File: src/rtl/apb4_crc_prog.sv
// apb4_crc_prog: APB4 programmable CRC engine (8/16/32-bit) with an input word FIFO
//
// Ports:
//   pclk, presetn     rising-edge clock, asynchronous active-low reset
//   paddr..pwdata     APB4 slave inputs; register offset taken from paddr[5:2]
//   prdata            read data, 0 outside read handshakes and while in reset
//   pready            tied high (zero wait states)
//   pslverr           config write while busy, or DATA write into a full FIFO
//   irq_o             one-cycle completion pulse (busy -> done) when CTRL.ie set
//
// Build option: define APB4_CRC_PROG_IRQ_EN to implement irq_o and CTRL.ie;
// without it irq_o is 0 and CTRL[8] reads 0.
module apb4_crc_prog #(
    parameter int FIFO_DEPTH    = 4,
    parameter int CRC_MAX_WIDTH = 32
) (
    input  logic        pclk,
    input  logic        presetn,
    input  logic [31:0] paddr,
    input  logic        psel,
    input  logic        penable,
    input  logic        pwrite,
    input  logic [31:0] pwdata,
    output logic [31:0] prdata,
    output logic        pready,
    output logic        pslverr,
    output logic        irq_o
);
    localparam int AW = $clog2(FIFO_DEPTH);
`ifdef APB4_CRC_PROG_IRQ_EN
    localparam logic [8:0] CTRL_WMASK = 9'h17F;
`else
    localparam logic [8:0] CTRL_WMASK = 9'h07F;
`endif

    typedef enum logic {IDLE, CALC} state_e;

    logic [8:0]               ctrl_q;
    logic [CRC_MAX_WIDTH-1:0] poly_q, init_q, xorv_q, crc_q, crc_d;
    logic [33:0]              fifo_q [FIFO_DEPTH];
    logic [AW-1:0]            wptr_q, rptr_q;
    logic [AW:0]              cnt_q;
    logic                     ovf_q;
    state_e                   state_q, state_d;
    logic [31:0]              shift_q, shift_d;
    logic [2:0]               bcnt_q, bcnt_d;

    logic        en, revin, revout;
    logic [1:0]  wsel, dsize;
    logic [31:0] mask, crc_rev, res, stat, rdata;
    logic [33:0] head;
    logic [7:0]  din;
    logic [3:0]  off;
    logic        wr, rd, empty, full, done, busy;
    logic        clr_wr, cfg_wr, cfg_ok, ctrl_we, data_wr, push, pop;
    logic        unused;

    function automatic logic [7:0] rev8(input logic [7:0] b);
        logic [7:0] r;
        for (int i = 0; i < 8; i++) r[i] = b[7-i];
        return r;
    endfunction

    function automatic logic [31:0] rev32(input logic [31:0] b);
        logic [31:0] r;
        for (int i = 0; i < 32; i++) r[i] = b[31-i];
        return r;
    endfunction

    // Bit-serial MSB-first update of one byte; the feedback tap follows the active width
    function automatic logic [31:0] crc_byte(input logic [31:0] c, input logic [7:0] d,
                                             input logic [31:0] p, input logic [31:0] m,
                                             input logic [1:0] ws);
        logic [31:0] r;
        logic        fb;
        r = c;
        for (int i = 7; i >= 0; i--) begin
            fb = (ws == 2'd0 ? r[7] : ws == 2'd1 ? r[15] : r[31]) ^ d[i];
            r  = ((r << 1) & m) ^ (fb ? p & m : 32'd0);
        end
        return r;
    endfunction

    assign en     = ctrl_q[0];
    assign revin  = ctrl_q[1];
    assign revout = ctrl_q[2];
    assign wsel   = ctrl_q[4:3];
    assign dsize  = ctrl_q[6:5];
    assign mask   = wsel == 2'd0 ? 32'h0000_00FF : wsel == 2'd1 ? 32'h0000_FFFF : 32'hFFFF_FFFF;

    assign off    = paddr[5:2];
    assign wr     = psel & penable & pwrite;
    assign rd     = psel & penable & ~pwrite;
    assign unused = ^{paddr[31:6], paddr[1:0]};

    assign empty  = cnt_q == '0;
    assign full   = cnt_q == (AW+1)'(FIFO_DEPTH);
    assign done   = empty & (state_q == IDLE) & en;
    assign busy   = ~done & en;

    // clr is honoured even while busy; every other config write needs an idle engine
    assign clr_wr  = wr & (off == 4'd0) & pwdata[7];
    assign cfg_wr  = wr & (((off == 4'd0) & ~pwdata[7]) | (off == 4'd1) | (off == 4'd2) | (off == 4'd3));
    assign cfg_ok  = cfg_wr & ~busy;
    assign ctrl_we = clr_wr | (cfg_ok & (off == 4'd0));
    assign data_wr = wr & (off == 4'd4) & en;
    assign push    = data_wr & ~full;

    // Pop when idle, or on the last byte of a word so consecutive words run without a bubble
    assign head = fifo_q[rptr_q];
    assign pop  = ~clr_wr & ~empty & (state_q == IDLE || bcnt_q == 3'd1);
    assign din  = revin ? rev8(shift_q[31:24]) : shift_q[31:24];

    always_comb begin
        crc_d   = crc_q;
        state_d = state_q;
        shift_d = shift_q;
        bcnt_d  = bcnt_q;
        if (state_q == CALC) begin
            crc_d   = crc_byte(crc_q, din, poly_q, mask, wsel);
            shift_d = shift_q << 8;
            bcnt_d  = bcnt_q - 3'd1;
            state_d = bcnt_q == 3'd1 ? IDLE : CALC;
        end
        // Left-align the word so its first byte sits in shift_q[31:24]
        if (pop) begin
            state_d = CALC;
            shift_d = head[31:0] << {~head[33:32], 3'b000};
            bcnt_d  = {1'b0, head[33:32]} + 3'd1;
        end
        if (clr_wr || (ctrl_we && !en && pwdata[0]))
            crc_d = init_q;
        if (clr_wr)
            state_d = IDLE;
    end

    always_ff @(posedge pclk or negedge presetn) begin
        if (!presetn) begin
            ctrl_q  <= '0;
            poly_q  <= '0;
            init_q  <= '0;
            xorv_q  <= '0;
            crc_q   <= '0;
            state_q <= IDLE;
            shift_q <= '0;
            bcnt_q  <= '0;
            wptr_q  <= '0;
            rptr_q  <= '0;
            cnt_q   <= '0;
            ovf_q   <= 1'b0;
        end else begin
            if (ctrl_we)
                ctrl_q <= pwdata[8:0] & CTRL_WMASK;
            if (cfg_ok && off == 4'd1)
                poly_q <= pwdata;
            if (cfg_ok && off == 4'd2)
                init_q <= pwdata;
            if (cfg_ok && off == 4'd3)
                xorv_q <= pwdata;
            crc_q   <= crc_d;
            state_q <= state_d;
            shift_q <= shift_d;
            bcnt_q  <= bcnt_d;
            if (clr_wr) begin
                wptr_q <= '0;
                rptr_q <= '0;
                cnt_q  <= '0;
                ovf_q  <= 1'b0;
            end else begin
                if (push)
                    wptr_q <= wptr_q + AW'(1);
                if (pop)
                    rptr_q <= rptr_q + AW'(1);
                cnt_q <= cnt_q + (AW+1)'(push) - (AW+1)'(pop);
                if (data_wr && full)
                    ovf_q <= 1'b1;
            end
        end
    end

    always_ff @(posedge pclk) begin
        if (push)
            fifo_q[wptr_q] <= {dsize, pwdata};
    end

    assign crc_rev = rev32(crc_q) >> (wsel == 2'd0 ? 5'd24 : wsel == 2'd1 ? 5'd16 : 5'd0);
    assign res     = ((revout ? crc_rev : crc_q) ^ xorv_q) & mask;
    assign stat    = {19'd0, 5'(cnt_q), 3'd0, ovf_q, empty, full, busy, done};

    always_comb begin
        rdata = off == 4'd0 ? {23'd0, ctrl_q} :
                off == 4'd1 ? poly_q :
                off == 4'd2 ? init_q :
                off == 4'd3 ? xorv_q :
                off == 4'd5 ? res :
                off == 4'd6 ? stat : 32'd0;
    end

    assign prdata  = (presetn && rd) ? rdata : 32'd0;
    assign pready  = 1'b1;
    assign pslverr = presetn & wr & ((cfg_wr & busy) | (data_wr & full));

`ifdef APB4_CRC_PROG_IRQ_EN
    logic busy_q, irq_q;

    always_ff @(posedge pclk or negedge presetn) begin
        if (!presetn) begin
            busy_q <= 1'b0;
            irq_q  <= 1'b0;
        end else begin
            busy_q <= busy;
            irq_q  <= ctrl_q[8] & busy_q & done;
        end
    end

    assign irq_o = irq_q;
`else
    assign irq_o = 1'b0;
`endif

endmodule

File: config.mk
export PLATFORM = sky130hd
export DESIGN_NAME = apb4_crc_prog
export DESIGN_NICKNAME = d
export VERILOG_FILES = /design/src/rtl/apb4_crc_prog.sv
export SDC_FILE = /design/constraint.sdc
export NUM_CORES = 1
export LEC_CHECK = 0
export ABC_AREA = 1
export ABC_CLOCK_PERIOD_IN_PS = 12800
export CAP_MARGIN = 20
export CELL_PAD_IN_SITES_DETAIL_PLACEMENT = 2
export CELL_PAD_IN_SITES_GLOBAL_PLACEMENT = 2
export CORE_MARGIN = 1.5
export CORE_UTILIZATION = 39
export CTS_CLUSTER_DIAMETER = 50
export DETAILED_ROUTE_END_ITERATION = 16
export GPL_TIMING_DRIVEN = 0
export PLACE_DENSITY = 0.84
export SYNTH_ARGS = -nofsm -noshare
export SYNTH_HDL_FRONTEND = slang
export SYNTH_SLANG_ARGS = --single-unit
File: constraint.sdc
create_clock -name pclk -period 12.8 [get_ports pclk]
set_clock_uncertainty 0.1 [all_clocks]
set_input_delay 2.56 -clock pclk [delete_from_list [all_inputs] [get_ports pclk]]
set_output_delay 2.56 -clock pclk [all_outputs]
set_load 0.02 [all_outputs]
======== Word level (Yosys, flattened, before mapping) ========
Memories as Yosys holds them, arrays and structs flattened.
Index checks and enable logic that the tools add are counted.
storage, ports and cells
  bits of input ports ..................... 69
  bits in registers ....................... 179
  output and inout port bits .............. 35
  memory bits (writable) .................. 136
  memories ................................ 1
  word-level logic and storage cells ...... 166
operators by class
  bitwise gates (word level) .............. 62
  reduce and logical (&&, ||, !) cells .... 18
  equality and inequality tests ........... 9
  add/subtract/negate cells ............... 6
  mux-type cells .......................... 56
  shift-type cells ........................ 2
memories
  memory  depth  width  read ports  clocked after Yosys merged registers in  wr ports  line  RTL
  fifo_q  4      34     1           0                                        1         40    logic [33:0] fifo_q [FIFO_DEPTH];
operators by type and width
  cell                                                 number
  two-way mux 32 bit                                   21
  bitwise AND 32 bit                                   10
  XOR 32 bit                                           9
  << shifter 32 x 5 -> 32 bit                          1
  right shift 32 x 5 -> 32 bit                         1
  two-way mux 1 bit                                    24
  bitwise AND 1 bit                                    21
  equality test 4 x 3 -> 1 bit, second input constant  3
  two-way mux 11 bit                                   1
  two-way mux 5 bit                                    2
  nonzero test 2 bit                                   5
  two-way mux 3 bit                                    3
  equality test 4 x 2 -> 1 bit, second input constant  2
  two-way mux 2 bit                                    4
  two-way mux 8 bit                                    1
  inverter 1 bit                                       8
  XOR 1 bit                                            8
  logical AND 1 bit                                    7
  OR 1 bit                                             5
  adder 2 x 1 -> 2 bit, second input constant          2
  equality test 4 x 1 -> 1 bit, second input constant  1
  zero test 4 bit                                      1
  adder 2 x 1 -> 3 bit, second input constant          1
  adder 3 x 1 -> 3 bit                                 1
  other kinds (10)                                     11

======== Logic depth before layout (Yosys ltp) ========
  word-level depth ........................ 43
  gate-level depth with buffers ........... 54
  depth with buffers taken out ............ 51

======== Least setup slack after synthesis ========
Ideal clock, no wire load.
  path type ............................... input to output
  from .................................... input paddr[5]
  to ...................................... output prdata[16]
  data arrival time ....................... 4.220 ns
  required time ........................... 10.140 ns
  path buffers ............................ 1
  path slack .............................. 5.920 ns
  stages .................................. 10
  path through ............................ nor2_1 nand2_1 nor2_1 inv_1 clkbuf_1 nand3_1 nand2_1 o221ai_1 o21ai_0 nor3_1
on the way
  longest elaborated chain between the ends .. 7
  elaborated cells on any way between the ends .. 11
  classes of those cells .................. eq/ne: 4; mux: 6; reduce/logical: 1
ends and longest elaborated chain
  element                       line  RTL
  start, declared               19    input logic [31:0] paddr,
  equality test 4 x 3 -> 1 bit  195   off == 4'd5 ? res :
  two-way mux 32 bit            195
  two-way mux 32 bit            194   off == 4'd3 ? xorv_q :
  two-way mux 32 bit            193   off == 4'd2 ? init_q :
  two-way mux 32 bit            192   off == 4'd1 ? poly_q :
  two-way mux 32 bit (*)        191   rdata = off == 4'd0 ? {23'd0, ctrl_q} :
  two-way mux 32 bit (*)        199   assign prdata = (presetn && rd) ? rdata : 32'd0;
  end, declared                 24    output logic [31:0] prdata,
Every way passes the cells marked *; elsewhere a longest branch is shown, timed or not.

======== Worst setup path in the final report ========
  from .................................... input presetn
  to ...................................... output prdata[7]
on the way
  longest elaborated chain between the ends .. 2
ends and longest elaborated chain
  element             line  RTL
  start, declared     18    input logic presetn,
  logical AND 1 bit   199
  two-way mux 32 bit  199
No other way between the ends.

==> flow_summary.yaml <==
die:
  initial_utilization_pct: 39.6
  core_area_um2: 49100
  io_pins: 104
  die_w_um: 226
  die_h_um: 226
  row_count: 81
  fp.dieArea_um2: 51100
clocking:
  cts_setup_buffers: 0
  clockBufferDepth: 3
  cts_root_buffer: "clkbuf_16"
  htreeDepth: 2
  clkTransAtPathRegs_ns: 0.06
  cts_resized: 0
  cts_hold_buf: 0
  numCtsBuffers: 40
  cts_tree: "built"
  cts.sinks: 315
  insertion_delay_ns: 0.59
synthesis:
  yosysTopAreaCellShare_pct: 23.1
  synth-seq-cells: 315
  synth_top_area_cell: "dfrtp_1"
  synth-seq-area-share_pct: 44.1
  netlist_area_um2: 19400
  yosysMostFrequentCell: "nand2_1"
  synth_edf_count: 136
  yosys_warnings: 0
  synthFlopType: "dfrtp_1"
  avgSynthCellArea_um2: 7.87
  synth_common_cells: "nand2_1, inv_1, o21ai_0"
  yosys-top-cells-area: "dfrtp_1, edfxtp_1, nand2_1, o21ai_0, xnor2_1"
  synth_cell_types: 52
  synth_nets: 2546
  synthArstFlopShare_pct: 56.8
  syn_inst: 2467
worst_setup_path:
  cp-start-kind: "input port"
  crit_type: "input port to primary output"
  cp-end-kind: "primary output"
  critical_path.max_fanout: 112
  cp.required_ns: 10.14
  cp.arrival_ns: 7.40
sta:
  hold_viol: 0
  setup_viol: 0
  fin_crit_sh_pct: 78.6
  min_period_ns: 10.06
  final-max-slew-violation-count: 0
  slew_headroom_pct: 16.7
  worst_slew_pin_slew_ns: 1.24
  fmax_mhz: 99.4
  rsz0062_at_grt: "false"
pwr:
  p_switching_mw: 1.49
  power_frac_comb_pct: 34.9
  clkPwrFrac_pct: 33.1
  power.density_nw_per_um2: 161
  power.internal_mw: 2.14
  p_seq_share_pct: 32.0
  leakagePower_nw: 9.03
  p_sw_share_pct: 41.0
  ir_drop_uv: 97.2
placement:
  dp.cells: 3209
  dpl.hpwl_um: 68800
  place_area_um2: 21100
  gp_congestion: 0.941
  port_buffers: 73
global_route:
  grt_overflow: 0
  grt_usage_pct: 36.7
  grt_pass1_wl_um: 136000
  grt_antenna_before_repair: 2
  grt_max_degree: 113
  first_global_vias: 20600
layout:
  final_area_um2: 22500
  layout-drive-gt1-share_pct: 5.65
  layoutNonFillerInstCount: 3284
  area_growth_pct: 15.8
  layout.nets: 2666
routing:
  drtIter0Drc: 1855
  drc_errors: 0
  vias: 19600
  wl_per_cell_um: 28.5
  routed_wl_um: 93400
  post_drt_via_cell_ratio: 5.96
  detail_route.first_pass.iterations: 5
  ant_nets: 0
min_path:
  min_path_type: "flip-flop to flip-flop"
flow_run:
  maxCapViolations: 0
outcome:
  status: "finished clean"
## flip-flops by register name (all words and copies together), names as in the netlist, 3 cells and up
register	flops
crc_q	32
fifo_q	136
shift_q	32
init_q	32
bcnt_q	3
poly_q	32
ctrl_q	7
xorv_q	32
cnt_q	3
## power by group through the flow
stage	clock (mW)	sequential (mW)	combinational (mW)
global route	1.24	1.16	1.36
global placement	0	1.17	1.14
CTS	1.20	1.16	1.24
finish	1.20	1.16	1.26
floorplan	0	1.16	0.722
detailed placement	0	1.18	1.21
## layer usage
metal / GRT usage (%) / up-vias / share of wire, %
met1: 47.8 / 10000 / 41
met3: 7.88 / 248 / 8.4
met2: 58.3 / 901 / 46
met5: 0 / - / 0
met4: 17.1 / 0 / 4.9
li1: - / 8375 / -
## cells by family after synthesis
| group | synth area share [%] |
|---|---|
| other | 0.0387 |
| flip-flops | 44.1 |
| adder cells (fa/ha/maj) | 0.683 |
| AND/OR/NAND/NOR | 23.1 |
| AO/OA/AOI/OAI | 14.8 |
| buffers and inverters | 8.48 |
| XOR/XNOR | 8.75 |
## worst paths after layout
check | start | endpoint | slack, ns | cells after the start
hold reg to reg | shift_q[1] | shift_q[1] | 0.39 | 2
setup reg to reg | ctrl_q[4] | crc_q[14] | 6.13 | 43
max in group asynchronous | presetn | shift_q[0] | 9.66 | 2
setup / recovery | presetn | prdata[7] | 2.74 | 10
min in group asynchronous | presetn | xorv_q[18] | 1.85 | 1
hold / removal | shift_q[1] | shift_q[1] | 0.39 | 2
## worst max-delay path, cell delays in order
cell	delay [ns]
buf_8	0.41
buf_16	0.46
nand3_1	0.19
nor2_1	0.73
nand2_1	0.42
inv_1	0.42
clkbuf_1	0.59
o21ai_0	0.23
a31oi_1	0.45
clkdlybuf4s50_1	0.70
## area by class of cell
| class | instances | area [um^2] |
|---|---|---|
| diodes | 1 | 2.50 |
| repair buffers | 78 | 843 |
| multi-input cells | 1737 | 9230 |
| well taps | 664 | 831 |
| clock inverters | 22 | 274 |
| inverters | 272 | 1020 |
| plain buffers | 143 | 626 |
| clock buffers | 52 | 1090 |
| fillers | 5606 | 26600 |
| flip-flops and latches | 315 | 8560 |
## cells in the final DEF (no fill, tap or decap), types with 6 or more instances in the layout
master and count:
a211oi_1 8, a21oi_1 67, a22o_1 12, a22oi_1 10, a31oi_1 21, a32o_1 16, a32oi_1 9, buf_1 10
buf_2 14, buf_4 11, clkbuf_1 113, clkbuf_16 41, clkdlybuf4s50_1 72, clkinv_1 12, dfrtp_1 179, edfxtp_1 136
ha_1 9, inv_1 255, inv_2 7, nand2_1 731, nand2_4 7, nand3_1 136, nand3_2 17, nand3b_1 30
nand4_1 14, nor2_1 84, o2111ai_1 9, o211ai_1 27, o21ai_0 244, o22ai_1 36, o311ai_0 6, xnor2_1 115
xor2_1 79
## through the flow
| step | total power, mW | TNS [ns] | hold WS (ns) | setup WS [ns] | utilization (%) |
|---|---|---|---|---|---|
| finish | 3.62 | 0 | 0.387 | 2.74 | 45.8 |
| floorplan | 1.88 | 0 | 0.348 | 5.92 | - |
| global placement | 2.31 | -82.45 | 0.365 | -3.38 | 42.8 |
| CTS | 3.60 | 0 | 0.388 | 2.93 | 45.8 |
| global route | 3.76 | 0 | 0.416 | 2.65 | 45.8 |
| detailed placement | 2.38 | 0 | 0.373 | 3.05 | 43.0 |
Power figures use the tool's default switching activity.
